<file path="config.mk">
export PLATFORM = sky130hd
export DESIGN_NAME = lsu
export DESIGN_NICKNAME = d
export VERILOG_FILES = /design/src/rtl/lsu.sv
export SDC_FILE = /design/constraint.sdc
export NUM_CORES = 1
export LEC_CHECK = 0
export ABC_AREA = 1
export BUFFER_PORTS_ARGS = -buffer_cell sky130_fd_sc_hd__buf_2
export CAP_MARGIN = 10
export CELL_PAD_IN_SITES_DETAIL_PLACEMENT = 0
export CELL_PAD_IN_SITES_GLOBAL_PLACEMENT = 2
export CORE_MARGIN = 2
export CORE_UTILIZATION = 29
export DETAILED_ROUTE_END_ITERATION = 7
export PLACE_DENSITY_LB_ADDON = 0.1
export SYNTH_ARGS = -nofsm -noshare
export SYNTH_HDL_FRONTEND = slang
export SYNTH_SLANG_ARGS = --single-unit
</file>
<file path="constraint.sdc">
create_clock -name clk -period 2.75 [get_ports clk]
set_input_delay 0.55 -clock clk [delete_from_list [all_inputs] [get_ports clk]]
set_output_delay 0.55 -clock clk [all_outputs]
set_load 0.01 [all_outputs]
</file>
<file path="src/rtl/lsu.sv">
// rtl/lsu.sv - load/store unit: CPU memory access to byte-enabled req/ack memory port
// Word-aligned request with lane replication on stores and sign/zero extraction on loads.
module lsu #(
   parameter int unsigned TIMEOUT = 16,
   parameter int unsigned CNT_W   = 8
) (
   input  logic        clk,
   input  logic        rest,
   input  logic        dm_rd,
   input  logic        dm_wr,
   input  logic [2:0]  dm_op,
   input  logic [31:0] addr,
   input  logic [31:0] wdata,
   output logic [31:0] rdata,
   output logic        ready,
   output logic        busy,
   output logic        err_align,
   output logic        err_timeout,
   output logic        mem_req,
   output logic        mem_we,
   output logic [3:0]  mem_be,
   output logic [31:0] mem_addr,
   output logic [31:0] mem_wdata,
   input  logic        mem_ack,
   input  logic [31:0] mem_rdata
);

   typedef enum logic [1:0] {IDLE, REQ, DONE} state_t;

   localparam logic [CNT_W-1:0] CNT_LAST = CNT_W'(TIMEOUT - 1);

   state_t            state_q, state_d;
   logic [2:0]        op_q, op_d;
   logic [1:0]        lane_q, lane_d;
   logic [CNT_W-1:0]  cnt_q, cnt_d;
   logic [31:0]       rdata_q, rdata_d;
   logic              err_align_q, err_align_d;
   logic              err_timeout_q, err_timeout_d;
   logic              mem_req_q, mem_req_d;
   logic              mem_we_q, mem_we_d;
   logic [3:0]        mem_be_q, mem_be_d;
   logic [31:0]       mem_addr_q, mem_addr_d;
   logic [31:0]       mem_wdata_q, mem_wdata_d;

   function automatic logic is_half(input logic [2:0] op);
      return (op == 3'b001) || (op == 3'b010);
   endfunction

   function automatic logic is_byte(input logic [2:0] op);
      return (op == 3'b011) || (op == 3'b100);
   endfunction

   function automatic logic is_signed(input logic [2:0] op);
      return (op == 3'b001) || (op == 3'b011);
   endfunction

   logic        in_aligned;
   logic [3:0]  in_be;
   logic [31:0] in_wdata;
   logic [7:0]  ld_byte;
   logic [15:0] ld_half;
   logic [31:0] ld_ext;

   always_comb begin
      in_aligned = 1'b1;
      in_be      = 4'b1111;
      in_wdata   = wdata;
      if (is_half(dm_op)) begin
         in_aligned = ~addr[0];
         in_be      = addr[1] ? 4'b1100 : 4'b0011;
         in_wdata   = {2{wdata[15:0]}};
      end else if (is_byte(dm_op)) begin
         in_be      = 4'b0001 << addr[1:0];
         in_wdata   = {4{wdata[7:0]}};
      end else begin
         in_aligned = (addr[1:0] == 2'b00);
      end
   end

   // Lane selection uses the offset captured at acceptance, not the live address.
   always_comb begin
      ld_byte = mem_rdata[8*lane_q +: 8];
      ld_half = lane_q[1] ? mem_rdata[31:16] : mem_rdata[15:0];
      ld_ext  = mem_rdata;
      if (is_half(op_q)) begin
         ld_ext = {{16{is_signed(op_q) & ld_half[15]}}, ld_half};
      end else if (is_byte(op_q)) begin
         ld_ext = {{24{is_signed(op_q) & ld_byte[7]}}, ld_byte};
      end
   end

   always_comb begin
      state_d       = state_q;
      op_d          = op_q;
      lane_d        = lane_q;
      cnt_d         = cnt_q;
      rdata_d       = rdata_q;
      err_align_d   = err_align_q;
      err_timeout_d = err_timeout_q;
      mem_req_d     = mem_req_q;
      mem_we_d      = mem_we_q;
      mem_be_d      = mem_be_q;
      mem_addr_d    = mem_addr_q;
      mem_wdata_d   = mem_wdata_q;
      case (state_q)
         IDLE: begin
            if (dm_rd || dm_wr) begin
               op_d        = dm_op;
               lane_d      = addr[1:0];
               cnt_d       = '0;
               mem_we_d    = dm_wr;
               mem_be_d    = in_be;
               mem_addr_d  = {addr[31:2], 2'b00};
               mem_wdata_d = in_wdata;
               if (in_aligned) begin
                  state_d   = REQ;
                  mem_req_d = 1'b1;
               end else begin
                  state_d     = DONE;
                  err_align_d = 1'b1;
                  rdata_d     = '0;
               end
            end
         end
         REQ: begin
            if (mem_ack) begin
               state_d   = DONE;
               mem_req_d = 1'b0;
               rdata_d   = mem_we_q ? 32'd0 : ld_ext;
            end else if ((TIMEOUT != 0) && (cnt_q == CNT_LAST)) begin
               state_d       = DONE;
               mem_req_d     = 1'b0;
               err_timeout_d = 1'b1;
               rdata_d       = '0;
            end else begin
               cnt_d = cnt_q + 1'b1;
            end
         end
         DONE: begin
            state_d       = IDLE;
            err_align_d   = 1'b0;
            err_timeout_d = 1'b0;
         end
         default: begin
            state_d = IDLE;
         end
      endcase
   end

   always_ff @(posedge clk or negedge rest) begin
      if (!rest) begin
         state_q       <= IDLE;
         op_q          <= '0;
         lane_q        <= '0;
         cnt_q         <= '0;
         rdata_q       <= '0;
         err_align_q   <= 1'b0;
         err_timeout_q <= 1'b0;
         mem_req_q     <= 1'b0;
         mem_we_q      <= 1'b0;
         mem_be_q      <= '0;
         mem_addr_q    <= '0;
         mem_wdata_q   <= '0;
      end else begin
         state_q       <= state_d;
         op_q          <= op_d;
         lane_q        <= lane_d;
         cnt_q         <= cnt_d;
         rdata_q       <= rdata_d;
         err_align_q   <= err_align_d;
         err_timeout_q <= err_timeout_d;
         mem_req_q     <= mem_req_d;
         mem_we_q      <= mem_we_d;
         mem_be_q      <= mem_be_d;
         mem_addr_q    <= mem_addr_d;
         mem_wdata_q   <= mem_wdata_d;
      end
   end

   assign rdata       = rdata_q;
   assign ready       = (state_q == DONE);
   assign busy        = (state_q != IDLE);
   assign err_align   = err_align_q;
   assign err_timeout = err_timeout_q;
   assign mem_req     = mem_req_q;
   assign mem_we      = mem_we_q;
   assign mem_be      = mem_be_q;
   assign mem_addr    = mem_addr_q;
   assign mem_wdata   = mem_wdata_q;

endmodule
</file>
==> impl_results.md <==
- Outcome: finished, final reports clean
- Share of synthesized cell area in and, or, nand and nor gates: 33.04%
- Num CTS Buffers: 17
- RSZ-0062 raised after global routing: false
- Post-synth EDFFs: 0
- Share of layout cells above drive strength 1: 29.46%
- Grt peak-use layer: met2
- Least-Margin Pin Slew: 0.7739 ns
- CTS tree: built
- Global-route wire length before repair: 30620 um
- Post-DRT Antenna Nets: 0
- Residual DRC: 0
- Reg2Reg Launch Point: lane_q[0]
- Largest cells by area after synthesis: dfrtp_1 50%, nand2_1 19%, nand3_1 6.0%, inv_1 4.2%, o21ai_0 4.1%
- Placed cells: between 1000 and 1500
- Worst endpoint required time: just over 3 ns
- Starting Density: 29.41%
- Post-CTS setup buffer count: 0
- Post-synth cell types: 30
- Core ar.: 20100 um^2
- Final non-filler cell total: 1271
- Syn Area/Cell: about 7.6 um^2
- Top FF cell, synth: dfrtp_1
- CTS resizes: 0
- Critical path class: reg -> reg
- Slowest CP cell: dfrtp_1
- Pins Over Slew Limit: 0
- Antenna violations before repair: 3
- P per Cell Area: 1209 nW/um^2
- Worst Path Max Fanout: 15
- H-tree levels: 4
- Final Cycle Share: 71.42%
- CP Buf/Inv Count: 2
- Clock Tree Buf Depth: 2
- Hold crit path type: in -> async
- Post-synthesis mux area share: 0%
- Tmin final: 1.964 ns
- I/O pin count: 210
- Combinational family with the most area after synthesis: simple AND/OR/NAND/NOR gates
- Clock Sinks: 117
- Routed WL per cell: 14.93 um
- Routed vias/inst: 4.423
- GRT met2 Usage: 28.99%
- Fin nets: 1090
- Final setup fails: 0
- Port bufs: 207
- Die Wd: 146.8 um
- Hold Buf Count CTS: 0
- Ys async rst share: 100.0%
- Remaining global-route overflow: 0
- Top-count cell post-synth: nand2_1
- Die height: 146.8 um
- Clock skew: slightly below 0.01 ns
- Vias in the first global route: 5661
- Share of the synthesized area in the top cell type: 49.52%
- P_leak: around 4.4 nW
- Syn Inst Count: 782
- Post-synth top cells: 301 x nand2_1, 117 x dfrtp_1, 71 x nand3_1
- Site row count: 52
- Sequential element share of the synthesized area: 49.52%
- CP arrival: between 2 and 2.5 ns
- Fin util: 38.95%
- MaxCap Viol Count: 0
- GRT met3 Usage: 7.360%
- Most common cell on crit path: nand2_1
- Post-DP HPWL: approximately 14000 um
- Total Wirelength: 18970 um
- Number of DRC markers in iteration 0: 193
- Drt pass-1 iters: 4
- Largest net degree at the start of global routing: 85
- Area delta synth->final: 32.47%
- Final hold vios: 0
- CP top delay family: simple AND/OR/NAND/NOR gates
- Clk_lat worst skew: 0.42 ns
- Met1 Use GR: 22.80%
- Highest cell delay on the worst timing path: 0.58 ns
- FF+latch count, synth: about 120
- Yosys warns: 0
- Synth Area in Compound Gates: between 8 and 9%
- Fillcell total: 2180
- Post-Syn Area: 5912 um^2
- Gr usage total: 18.04%
- CP endpoint kind: register
- Synth Area in Adders: less than 1%
- Vias: 5621
- Slew HR: between 40% and 50%
- Clk slew on worst S/H paths: ~0.06 ns
- Root buf cell: clkbuf_16
- Post-synth top area cell: dfrtp_1
- Crit path cell chain: inv_1 -> nand2_1 -> nand3_1 -> nand2_1 -> nand2_1 -> nand2_1 -> buf_4 -> nand3_1 -> nand2_1
- Max Clk Rate: 509.2 MHz
- Setup_tns: 0 ns
- GPL Wtd Cong: 0.7715
- Startpoint types: register
- Die area: 21540 um^2
- XOR/XNOR share of the synthesized area: 0.2963%
- CP startpoint: lane_q[0]
- Max IR drop VDD: 426.3 uV
==> where the power goes <==
part / leakage [nW] / internal (W) / switching [W]
registers: 1.48 / 0.00251 / 0.000511
logic: 2.59 / 0.00143 / 0.00266
clock network: 0.306 / 0.00145 / 0.000897
total: 4.37 / 0.00539 / 0.00407
==> cell usage in the layout, fill, tap and decap left out, types with 4 or more instances in the layout <==
cell type  synthesis  final
clkinv_4           0      4
dfrtp_1          117    117
nand2_2           22     23
nor2_1            38     38
buf_2             20    206
nand3b_1           5      5
o21ai_0           49     49
nand2_1          301    300
inv_6              0      6
a31oi_1            9      9
inv_1             66     66
clkbuf_16          0     17
buf_4              5     14
or2_2              6      6
nand3_1           71     71
a21oi_1           34     34
==> metrics by stage <==
| stage | setup slack (ns) | hold slack, ns | cell area [um^2] | power [W] |
|---|---|---|---|---|
| detailed placement | 0.6476 | 0.4558 | 7204 | 0.007242 |
| finish | 0.7860 | 0.1270 | 7831 | 0.009466 |
| global route | 0.5202 | 0.1601 | 7824 | 0.01030 |
| global placement | 0.7258 | 0.4503 | 7204 | 0.007253 |
| floorplan | 1.216 | 0.2544 | 5916 | 0.005678 |
| CTS | 0.7618 | 0.1407 | 7824 | 0.009657 |
==> registers in the layout (all words and copies together), names as in the netlist <==
name / cells
err_timeout: 1
op_q: 3
rdata: 32
lane_q: 2
mem_we: 1
mem_wdata: 32
mem_addr: 30
err_align: 1
mem_be: 4
mem_req: 1
state_q: 2
cnt_q: 8
==> worst paths after layout <==
kind / to / slack (ns) / cells after the start
min in group clk: mem_addr[13] / 0.32 / 3
max reg2reg: rdata[24] / 0.79 / 9
min: cnt_q[5] / 0.13 / 1
min reg2reg: rdata[5] / 0.47 / 2
max in group asynchronous: mem_wdata[17] / 1.92 / 2
max: rdata[24] / 0.79 / 9
==> layer usage <==
| layer | routed length (um) | up-vias | share of wire (%) |
|---|---|---|---|
| li1 | - | 2884 | - |
| met1 | 8346 | 2573 | 44 |
| met5 | 13 | - | 0.069 |
| met4 | 160 | 2 | 0.84 |
| met2 | 8903 | 147 | 47 |
| met3 | 1547 | 15 | 8.2 |
==> final cells by class <==
class                           instances  area (um^2)  area share [%]
Sequential cell                       117         2928           37.39
Multi-Input combinational cell        560         2511           32.07
Timing Repair Buffer                  222         1176           15.02
Clock buffer                           17        425.4           5.432
Tap cell                              270        337.8           4.314
Inverter                               67        251.5           3.211
Clock inverter                         15        193.9           2.476
Antenna cell                            3        7.507         0.09586
==> kinds of logic after synthesis <==
family | Yosys count
other | 1
AND/OR/NAND/NOR | 456
adder cells (fa/ha/maj) | 1
XOR/XNOR | 2
flip-flops | 117
buffers and inverters | 106
AO/OA/AOI/OAI | 99
(Power assumes the default switching activity.)
